===== config.mk =====
export PLATFORM = sky130hd
export DESIGN_NAME = mem_port_arbiter
export DESIGN_NICKNAME = d
export VERILOG_FILES = /design/src/rtl/mem_port_arbiter.sv
export SDC_FILE = /design/constraint.sdc
export NUM_CORES = 1
export LEC_CHECK = 0
export BUFFER_PORTS_ARGS = -buffer_cell sky130_fd_sc_hd__buf_2
export CAP_MARGIN = 30
export CORE_MARGIN = 3
export CORE_UTILIZATION = 45
export CTS_BUF_LIST = sky130_fd_sc_hd__clkbuf_8
export CTS_CLUSTER_DIAMETER = 50
export DETAILED_ROUTE_END_ITERATION = 10
export HOLD_SLACK_MARGIN = 0.02
export PLACE_DENSITY_LB_ADDON = 0.12
export SKIP_CTS_REPAIR_TIMING = 1
export SYNTH_ARGS = -nofsm -noshare
export SYNTH_HDL_FRONTEND = slang
export SYNTH_SLANG_ARGS = --single-unit

===== constraint.sdc =====
create_clock -name clk -period 5.73 [get_ports clk]
set_input_delay 0.8595 -clock clk [delete_from_list [all_inputs] [get_ports clk]]
set_output_delay 0.8595 -clock clk [all_outputs]
set_load 0.005 [all_outputs]

===== src/rtl/mem_port_arbiter.sv =====
// Round-robin arbiter granting one shared memory port to 4 requesters; grants held until release.
// Optional forced release after MAX_HOLD cycles when ARB_TIMEOUT_EN is defined.
module mem_port_arbiter #(
    parameter int MAX_HOLD = 8,
    parameter int CNT_BITS = 8
) (
    input  logic       clk,
    input  logic       rst,
    input  logic [3:0] req,
    input  logic       rel,
    output logic [3:0] grant,
    output logic [1:0] mux_select,
    output logic       busy,
    output logic       expire
);

    typedef enum logic {IDLE, GRANT} state_t;

    state_t              state_reg, state_next;
    logic [3:0]          grant_reg, grant_next;
    logic [1:0]          owner_reg, owner_next;
    logic [1:0]          last_owner_reg, last_owner_next;
    logic [CNT_BITS-1:0] hold_cnt_reg, hold_cnt_next;

    logic [3:0] arb_req;
    logic [1:0] arb_base;
    logic [1:0] win_idx;
    logic [3:0] win_onehot;
    logic       release_now;
    logic       hold_at_max;
    logic       timeout;
    logic       expire_c;

    // First set bit scanning base+1 .. base+4; base itself ends up lowest priority.
    function automatic logic [1:0] rr_pick(input logic [3:0] r, input logic [1:0] base);
        logic [1:0] idx;
        rr_pick = base;
        for (int i = 4; i >= 1; i--) begin
            idx = base + 2'(i);
            if (r[idx]) rr_pick = idx;
        end
    endfunction

    assign release_now = (state_reg == GRANT) && (rel || !req[owner_reg]);
    assign hold_at_max = (hold_cnt_reg == CNT_BITS'(MAX_HOLD - 1));

`ifdef ARB_TIMEOUT_EN
    assign timeout = (state_reg == GRANT) && hold_at_max && !release_now;
`else
    assign timeout = 1'b0;
`endif

    // On a voluntary release the owner is excluded so it cannot immediately win again.
    always_comb begin
        arb_req  = req;
        arb_base = last_owner_reg;
        if (state_reg == GRANT) begin
            arb_base = owner_reg;
            if (release_now) arb_req = req & ~grant_reg;
        end
    end

    assign win_idx = rr_pick(arb_req, arb_base);

    generate
        for (genvar gi = 0; gi < 4; gi++) begin : g_onehot
            assign win_onehot[gi] = (win_idx == 2'(gi));
        end
    endgenerate

    always_comb begin
        state_next      = state_reg;
        grant_next      = grant_reg;
        owner_next      = owner_reg;
        last_owner_next = last_owner_reg;
        hold_cnt_next   = hold_cnt_reg;
        expire_c        = 1'b0;
        case (state_reg)
            IDLE: begin
                if (|req) begin
                    state_next    = GRANT;
                    grant_next    = win_onehot;
                    owner_next    = win_idx;
                    hold_cnt_next = '0;
                end
            end
            GRANT: begin
                if (release_now) begin
                    last_owner_next = owner_reg;
                    if (|arb_req) begin
                        grant_next    = win_onehot;
                        owner_next    = win_idx;
                        hold_cnt_next = '0;
                    end else begin
                        state_next = IDLE;
                        grant_next = 4'b0000;
                    end
                end else if (timeout) begin
                    // Owner still requests, so a sole requester simply wins again.
                    expire_c        = 1'b1;
                    last_owner_next = owner_reg;
                    grant_next      = win_onehot;
                    owner_next      = win_idx;
                    hold_cnt_next   = '0;
                end else if (!hold_at_max) begin
                    hold_cnt_next = hold_cnt_reg + 1'b1;
                end
            end
            default: begin
                state_next = IDLE;
                grant_next = 4'b0000;
            end
        endcase
    end

    always_ff @(posedge clk) begin
        if (rst) begin
            state_reg      <= IDLE;
            grant_reg      <= 4'b0000;
            owner_reg      <= 2'd0;
            last_owner_reg <= 2'd3;
            hold_cnt_reg   <= '0;
        end else begin
            state_reg      <= state_next;
            grant_reg      <= grant_next;
            owner_reg      <= owner_next;
            last_owner_reg <= last_owner_next;
            hold_cnt_reg   <= hold_cnt_next;
        end
    end

    assign grant      = grant_reg;
    assign mux_select = owner_reg;
    assign busy       = (state_reg == GRANT);
    assign expire     = expire_c;

endmodule


==> impl_metrics.py, run 1 <==
metrics = {
    "floorplanning": {
        "die_x_um": 44.6,
        "die_h_um": 44.6,
        "start_util": 0.498,
        "dieArea_mm2": 0.00199,
        "coreArea_mm2": 0.00135,
        "pin_count": 15,
        "rows": 13,
    },
    "timing": {
        "skew_ps": 0.627,
        "hold_slack_ps": 487,
        "period_minus_slack_ps": 2420,
        "slew_viol_final": 0,
        "timing.final.crit_share": 0.421,
        "rsz0062_at_grt": "no",
        "worst_pin_slew_ps": 543,
        "relSlewSlack": 0.638,
        "layout_setup_ws_ps": 3310,
        "fmax_mhz": 414,
        "hold_violations": 0,
        "fin_tns_setup_ps": 0,
        "final-setup-viol-count": 0,
    },
    "drt": {
        "postRouteAntennaNets": 0,
        "vias_per_cell": 5.93,
        "num_vias": 575,
        "drtIter0Drc": 8,
        "first_pass_iters": 4,
        "wl_per_cell_um": 13.7,
        "drc": 0,
        "wl_mm": 1.33,
    },
    "finish": {
        "design.final.nets": 90,
        "syn_to_final_growth_pct": 15.3,
        "final_cell_mix": "buf_2 (13), mux2i_1 (9), dfxtp_1 (9), inv_1 (6), nand2_1 (6)",
        "n_antenna_cell": 0,
        "drive_above_1_share": 0.317,
        "final_common_cell": "buf_2",
        "largest_register_ffs": 4,
        "final_util": 0.574,
    },
    "clocking": {
        "cts_buffers": 3,
        "cts_root_buf": "clkbuf_8",
        "clockBufferDepth": 2,
        "clock-sinks": 9,
        "cts_tree": "built",
        "htreeDepth": 1,
        "clk_latency_ps": 230,
        "clk_pin_slew_ps": 40,
    },
    "critical_path": {
        "max_stage_delay_ps": 650,
        "rrSetupSlack_ps": 3310,
        "rr_startpoint": "mux_select[1]",
        "critPathLaunchType": "register",
        "path_buf_inv": 0,
        "cp.arrival_ps": 2540,
        "worstRegToRegCells": 6,
        "crit_chain": "mux2i_4 -> o221ai_4 -> o21a_1 -> or3_1 -> and3_1 -> a32o_2",
        "cp.depth": 6,
        "worstSetupPathType": "reg -> reg",
        "worstPathMaxFanout": 10,
        "end_kind": "register",
        "r2r-end": "grant[0]",
        "slowest_stage": "dfxtp_1",
        "worstPathRequired_ps": 5860,
        "cp_top_family": "compound AO/OA/AOI/OAI gates",
    },
    "synth": {
        "synth_fa_ha_area_frac": 0,
        "ys.warnings.count": 0,
        "synth_seq_area_share": 0.268,
        "synth_seq_cells": 9,
        "synth_top_family_by_area": "compound AO/OA/AOI/OAI gates",
        "syn_area_um2": 672,
        "yosys.area_share.simple": 0.142,
        "ys_types": 32,
        "syn_inst": 68,
        "syn-num-nets": 75,
        "synthMuxAreaShare": 0.218,
        "synth_top_area_frac": 0.268,
        "synthTopCellsByArea": "dfxtp_1 (27%), mux2i_1 (13%), mux2i_4 (6.7%)",
        "avgSynthCellArea_um2": 9.88,
        "synth-xor-area-share": 0,
        "synth-compound-area-share": 0.300,
        "yosys.area.top_type": "dfxtp_1",
    },
    "pwr": {
        "ir_drop_mv": 0.198,
        "p_leak_nw": 0.348,
        "powerDensity_mw_per_mm2": 301,
    },
    "global_route": {
        "overflow": 0,
        "grt_pass1_wl_mm": 2.26,
        "antenna_found_initial": 0,
        "grt_max_degree": 11,
        "grt_pass1_vias": 488,
        "grt_usage": 0.165,
    },
    "placement": {
        "port_buffers": 13,
        "pre_cts_ws_ps": 3140,
        "place_hpwl_mm": 1.05,
        "place.gp.congestion": 0.804,
    },
    "hold_path": {
        "hold_depth": 1,
        "hold_end": "grant[3]",
        "worstHoldStart": "grant[3]",
        "min_path_type": "reg -> reg",
    },
    "run": {
        "maxCapViolations": 0,
    },
    "run_status": {
        "status": "completed",
    },
}
==> worst max-delay path by stage <==
stage                       start       end  slack, ps
global placement           req[2]  grant[2]       3160
detailed placement         req[2]  grant[0]       3140
CTS                 mux_select[1]  grant[0]       3310
global route        mux_select[1]  grant[2]       3180
finish              mux_select[1]  grant[0]       3310
floorplan                  req[0]  grant[0]       3410
==> cell type report <==
type | instances | area [um^2]
sequential | 9 | 180
tap | 15 | 18.8
clock inverter | 1 | 3.75
fill | 133 | 576
multi-input combinational | 51 | 447
timing repair buffer | 13 | 65.1
clock buffer | 3 | 41.3
inverter | 5 | 18.8
==> cells by family after synthesis <==
kind of cell           after synthesis
and+or+nand+nor                     19
buffers and inverters                8
AOI/OAI and AO/OA                   19
other                                1
DFF                                  9
muxes                               12
==> power breakdown <==
part	switching [mW]	internal, mW	leakage, nW	total [mW]
clock network	0.0255	0.0467	0.0269	0.0722
registers	0.0147	0.0716	0.0744	0.0863
logic	0.0361	0.0385	0.247	0.0746
total	0.0763	0.157	0.348	0.233
==> synthesized netlist by cell type, drive strengths merged <==
master   instances
nand2            6
o21ai            3
and3             1
a2bb2oi          1
nor4             2
nand3            1
o21a             5
o211a            1
nor2b            1
a22o             1
nand2b           2
nor2             4
buf              3
conb             1
o41ai            1
o31ai            1
mux2i           11
dfxtp            9
mux2             1
o221ai           2
or2              1
a32o             4
or3              1
inv              5
==> stage by stage <==
stage | power, mW | std cells | instance area (um^2)
finish | 0.233 | 97 | 774
global route | 0.248 | 97 | 774
CTS | 0.236 | 97 | 774
detailed placement | 0.162 | 93 | 729
global placement | 0.162 | 93 | 729
floorplan | 0.144 | 68 | 672
==> metal layers <==
metal	vias up	track usage	share of wire
li1	278	-	-
met5	-	0	0
met2	18	0.238	0.46
met1	275	0.202	0.45
met3	4	0.0366	0.056
met4	0	0.145	0.027
(Power assumes the default switching activity.)
==> run 2, diff against run 1 <==
--- a/config.mk
+++ b/config.mk
@@ -5,6 +5,7 @@
 export SDC_FILE = /design/constraint.sdc
 export NUM_CORES = 1
 export LEC_CHECK = 0
+export ABC_AREA = 1
 export BUFFER_PORTS_ARGS = -buffer_cell sky130_fd_sc_hd__buf_2
 export CAP_MARGIN = 30
 export CORE_MARGIN = 3
==> constraint.sdc (replaced) <==
create_clock -name clk -period 2.29 [get_ports clk]
set_input_delay 0.3435 -clock clk [delete_from_list [all_inputs] [get_ports clk]]
set_output_delay 0.3435 -clock clk [all_outputs]
set_load 0.005 [all_outputs]
==> run 2 against run 1 <==
  * Sequential cell count stayed put
  * First-iteration DRC count is 50% lower
  * Power grew to 3.3 times the previous value
  * Area after synthesis is 15% higher
  * Synthesized cell count is 66% higher
  * Utilization is 0.47 points lower
  * Fmax is 27% higher
  * Routed wire length is 24% higher
  * Non-clock buffer count stayed put
  * Final cell count is 48% higher
  * Largest power group is now combinational logic
==> impl_metrics.py, run 2 <==
metrics = {
    "drt": {
        "wl_met1_um": 759,
        "num_vias": 745,
        "drc": 0,
        "first_pass_iters": 4,
        "wl_per_cell_um": 11.4,
        "postRouteAntennaNets": 0,
        "vias_per_cell": 5.17,
        "dr_wl_met3_um": 97,
        "top_layer": "met4",
        "drtIter0Drc": 4,
        "wl_met2_um": 747,
        "wl_mm": 1.64,
    },
    "finish": {
        "n_antenna_cell": 0,
        "drive_above_1_share": 0.398,
        "fill_cells": 154,
        "fin_area_um2": 887,
        "design.final.nets": 136,
        "final_common_cell": "nand2_1",
        "largest_register_ffs": 4,
        "final_cell_mix": "nand2_1 (29), nand3_2 (13), buf_2 (13), inv_1 (10), dfxtp_1 (9)",
        "syn_to_final_growth_pct": 14.4,
        "fin_cells": 144,
    },
    "global_route": {
        "grt_usage": 0.182,
        "grt_max_degree": 10,
        "grt_pass1_vias": 649,
        "grt_pass1_wl_mm": 2.85,
        "overflow": 0,
        "antenna_found_initial": 0,
    },
    "timing": {
        "final-setup-viol-count": 0,
        "skew_ps": 2.53,
        "slew_viol_final": 0,
        "timing.final.crit_share": 0.832,
        "rsz0062_at_grt": "no",
        "fin_tns_setup_ps": 0,
        "hold_slack_ps": 355,
        "fmax_mhz": 525,
        "period_minus_slack_ps": 1910,
        "hold_violations": 0,
    },
    "run_status": {
        "status": "completed",
    },
    "critical_path": {
        "worstPathMaxFanout": 9,
        "worstSetupPathType": "reg -> reg",
        "rrSetupSlack_ps": 380,
        "end_kind": "register",
        "worstRegToRegCells": 14,
        "cp.arrival_ps": 2070,
        "cp_common_cell": "nor2_1",
        "crit_chain": "nand2_2 -> nand2_4 -> inv_4 -> nor2_4 -> nor2_4 -> inv_2 -> nand3_1 -> nand3_2 -> nand2_1 -> nand2_2 -> nand3_2 -> nor2_1 -> nor2_1 -> nor2_1",
        "worstPathRequired_ps": 2460,
        "critPathLaunchType": "register",
        "r2r-end": "grant[2]",
        "cp-startpoint": "busy",
        "rr_startpoint": "busy",
        "slowest_stage": "dfxtp_1",
        "max_stage_delay_ps": 580,
    },
    "floorplanning": {
        "die_x_um": 47.5,
        "die_h_um": 47.5,
        "dieArea_mm2": 0.00226,
        "coreArea_mm2": 0.00156,
        "start_util": 0.498,
        "rows": 14,
        "pin_count": 15,
    },
    "pwr": {
        "ir_drop_mv": 0.568,
        "powerDensity_mw_per_mm2": 867,
        "p_leak_nw": 0.460,
    },
    "synth": {
        "synthArstFlopShare": 0,
        "synthFlopType": "dfxtp_1",
        "synth_top_area_frac": 0.232,
        "synthTopCellsByArea": "dfxtp_1 (23%), nand3_2 (17%), nand2_1 (14%)",
        "syn_inst": 113,
        "syn-num-nets": 120,
        "syn_area_um2": 776,
        "yosys.area.top_type": "dfxtp_1",
        "ys_top_cells_by_count": "nand2_1 (29), nand3_2 (13), dfxtp_1 (9), inv_1 (9), nand2_2 (8)",
        "synth_most_common_cell": "nand2_1",
        "synth_seq_area_share": 0.232,
        "ys.warnings.count": 0,
        "avgSynthCellArea_um2": 6.86,
        "ys_types": 22,
        "synth_seq_cells": 9,
        "synth_edf_count": 0,
    },
    "clocking": {
        "clockBufferDepth": 2,
        "htreeDepth": 1,
        "clk_pin_slew_ps": 40,
        "clock-sinks": 9,
        "clk_latency_ps": 230,
        "cts_tree": "built",
        "cts_root_buf": "clkbuf_8",
        "cts_buffers": 3,
    },
    "placement": {
        "place.gp.congestion": 0.836,
        "place_area_um2": 842,
        "dp.cells": 140,
        "place_hpwl_mm": 1.37,
        "port_buffers": 13,
    },
    "hold_path": {
        "hold_depth": 2,
        "min_path_type": "in -> reg",
        "worstHoldStart": "rst",
        "hold_end": "grant[3]",
    },
    "run": {
        "maxCapViolations": 0,
    },
}
-- run 2: cell types whose count changed in the layout (fill, tap and decap cells not counted), sizes merged, moves of 2 or more --
cell	before	now
inv	6	16
o21a	5	0
o221ai	2	0
nor4	2	0
nand2b	2	0
mux2i	11	0
nand3	1	20
o211ai	0	3
a32o	4	0
nand4	0	2
nor2	4	12
nand2	6	39
o21ai	3	1
a21oi	0	7
-- run 2: layout make-up --
type / instances / area [um^2] / share of cell area
clock buffer: 3 / 41.3 / 0.0465
clock inverter: 1 / 3.75 / 0.00423
inverter: 15 / 61.3 / 0.0691
multi-input combinational: 87 / 515 / 0.581
sequential: 9 / 180 / 0.203
tap: 16 / 20.0 / 0.0226
timing repair buffer: 13 / 65.1 / 0.0733
-- run 2: cell families after synthesis --
| kind of cell | count (synthesis) | share of synthesized area |
|---|---|---|
| AOI/OAI and AO/OA | 11 | 0.0855 |
| other | 1 | 0.00483 |
| buffers and inverters | 17 | 0.103 |
| and+or+nand+nor | 75 | 0.574 |
| DFF | 9 | 0.232 |
-- run 2: per-layer routing --
metal | vias to the layer above | global-route usage
met5 | - | 0
met4 | 0 | 0.0994
met3 | 5 | 0.0338
met2 | 22 | 0.265
met1 | 324 | 0.251
li1 | 394 | -
-- run 2: worst max-delay path by stage --
stage / to / slack, ps
floorplan: grant[2] / 700
global placement: grant[2] / 470
detailed placement: grant[2] / 390
CTS: grant[2] / 370
global route: grant[2] / 170
finish: grant[2] / 380
-- run 2: through the flow --
stage / total power [mW] / utilization / worst slack (ps)
floorplan: 0.515 / - / 698
global placement: 0.591 / 0.540 / 474
detailed placement: 0.598 / 0.540 / 394
CTS: 0.779 / 0.569 / 373
global route: 0.839 / 0.569 / 167
finish: 0.769 / 0.569 / 385
-- run 2: worst max-delay path: cells and delay by family, from the launching register on --
family,cells,cell delay (ps)
buf+inv,2,140
flops,1,580
simple gates,12,1110
-- run 2: report_power, final --
| group | total, mW | leakage [nW] | internal [mW] | switching (mW) |
|---|---|---|---|---|
| logic | 0.368 | 0.358 | 0.138 | 0.229 |
| registers | 0.227 | 0.0745 | 0.189 | 0.0374 |
| clock network | 0.174 | 0.0269 | 0.116 | 0.0580 |
| total | 0.769 | 0.460 | 0.444 | 0.325 |
==> run 3, diff against run 2 <==
==> constraint.sdc (replaced) <==
create_clock -name clk -period 1.7 [get_ports clk]
set_input_delay 0.255 -clock clk [delete_from_list [all_inputs] [get_ports clk]]
set_output_delay 0.255 -clock clk [all_outputs]
set_load 0.005 [all_outputs]
==> run 3 against run 2 <==
  * The flow now finishes with violations (negative setup slack)
  * Sequential cell count did not move
  * Sequential power rose by 40%
  * Combinational power rose by 80%
  * Worst setup slack got worse by 420 ps
  * Utilization rose by 13 points
  * Die area did not move
  * Via count rose by 8.5%
  * Sequential share of layout area fell by 3.0 points
  * Hold slack got worse by 110 ps
  * Register-to-register slack got worse by 420 ps
  * Clock skew rose by 2.9 ps
  * Global-route usage rose by 1.1 points
  * Critical path type unchanged
  * Largest cell class unchanged
  * Highest routed layer unchanged
==> impl_metrics.py, run 3 (same netlist as run 2, synthesis figures left out) <==
metrics = {
    "run_status": {
        "status": "complete, but fails checks",
        "failed_checks": "negative setup slack",
    },
    "finish": {
        "final_util": 0.698,
        "final_common_cell": "nand2_1",
        "drive_above_1_share": 0.567,
        "final_cell_mix": "nand2_1 (24), buf_2 (13), buf_4 (13), nand2_2 (11), nand3_2 (10)",
        "n_antenna_cell": 0,
        "design.final.nets": 149,
        "largest_register_ffs": 4,
        "syn_to_final_growth_pct": 40.3,
    },
    "placement": {
        "place_hpwl_mm": 1.49,
        "place.gp.congestion": 0.898,
        "port_buffers": 13,
        "pre_cts_ws_ps": -31.9,
    },
    "critical_path": {
        "worstRegToRegCells": 15,
        "worstPathRequired_ps": 1870,
        "critPathLaunchType": "register",
        "worstPathMaxFanout": 5,
        "end_kind": "register",
        "worstSetupPathType": "reg -> reg",
        "cp.arrival_ps": 1910,
    },
    "timing": {
        "final-setup-viol-count": 4,
        "rsz0062_at_grt": "yes",
        "hold_violations": 0,
        "timing.final.crit_share": 1.02,
        "layout_setup_ws_ps": -37.9,
        "slew_viol_final": 0,
        "fmax_mhz": 575,
        "skew_ps": 5.47,
        "fin_tns_setup_ps": -110,
        "period_minus_slack_ps": 1740,
    },
    "drt": {
        "postRouteAntennaNets": 0,
        "vias_per_cell": 5.15,
        "drtIter0Drc": 5,
        "first_pass_iters": 4,
        "wl_mm": 2.00,
        "wl_per_cell_um": 12.7,
        "num_vias": 808,
        "drc": 0,
    },
    "pwr": {
        "p_leak_nw": 0.535,
        "ir_drop_mv": 0.835,
        "powerDensity_mw_per_mm2": 1130,
        "power_mw": 1.23,
    },
    "clocking": {
        "cts_buffers": 3,
        "clk_pin_slew_ps": 50,
        "htreeDepth": 1,
        "clock-sinks": 9,
        "clockBufferDepth": 2,
        "clk_latency_ps": 240,
        "cts_root_buf": "clkbuf_8",
        "cts_tree": "built",
    },
    "floorplanning": {
        "dieArea_mm2": 0.00226,
        "pin_count": 15,
        "start_util": 0.498,
        "die_h_um": 47.5,
        "die_x_um": 47.5,
        "rows": 14,
        "coreArea_mm2": 0.00156,
    },
    "global_route": {
        "overflow": 0,
        "grt_pass1_wl_mm": 3.08,
        "grt_max_degree": 8,
        "grt_pass1_vias": 754,
        "grt_usage": 0.193,
        "antenna_found_initial": 0,
    },
    "run": {
        "maxCapViolations": 0,
    },
    "hold_path": {
        "hold_depth": 2,
        "min_path_type": "in -> reg",
    },
}
## run 3: cell count changes in the layout (fill, tap and decap cells not counted), sizes merged
cell    before  now
inv         16   15
buf         13   26
clkinv       0    1
## run 3: final timing paths
kind	from	to	slack [ps]
worst max-delay path	mux_select[0]	grant[1]	-40
worst min-delay path	rst	grant[1]	250
worst max register to register	mux_select[0]	grant[1]	-40
worst min register to register	last_owner_reg[1]	last_owner_reg[1]	480
## run 3: final cells by class
| type | count | area, um^2 |
|---|---|---|
| multi-input combinational | 87 | 607 |
| sequential | 9 | 189 |
| clock inverter | 1 | 5.00 |
| timing repair buffer | 26 | 163 |
| inverter | 15 | 63.8 |
| tap | 16 | 20.0 |
| fill | 146 | 470 |
| clock buffer | 3 | 41.3 |
## run 3: per-stage QoR
| stage | hold WS (ps) | instance area, um^2 | cells |
|---|---|---|---|
| global route | 267 | 1090 | 157 |
| floorplan | 324 | 776 | 113 |
| finish | 249 | 1090 | 157 |
| global placement | 466 | 940 | 153 |
| CTS | 244 | 986 | 157 |
| detailed placement | 471 | 940 | 153 |
## run 3: report_power, final
group | internal [mW] | leakage [nW] | switching (mW)
Combinational | 0.275 | 0.433 | 0.387
Sequential | 0.261 | 0.0757 | 0.0572
Clock | 0.160 | 0.0255 | 0.0892
Total | 0.696 | 0.535 | 0.534
## run 3: routing by layer
| metal | global-route usage | wire, um |
|---|---|---|
| met1 | 0.243 | 850 |
| met2 | 0.310 | 1010 |
| met3 | 0.0301 | 66 |
| met4 | 0.105 | 72 |
| met5 | 0 | 0 |
## run 3: critical path, cell delays in order (launching register included)
cell,delay [ps]
dfxtp_4,360
inv_4,60
nand2_1,50
nand3_2,60
nand2_2,60
nand2_4,130
nand3_4,110
nand3_2,100
nand2_2,70
nor2_2,120
nand3_2,90
nand2_2,100
nand2_4,60
nand2_2,60
nand3_1,80
a21oi_2,140
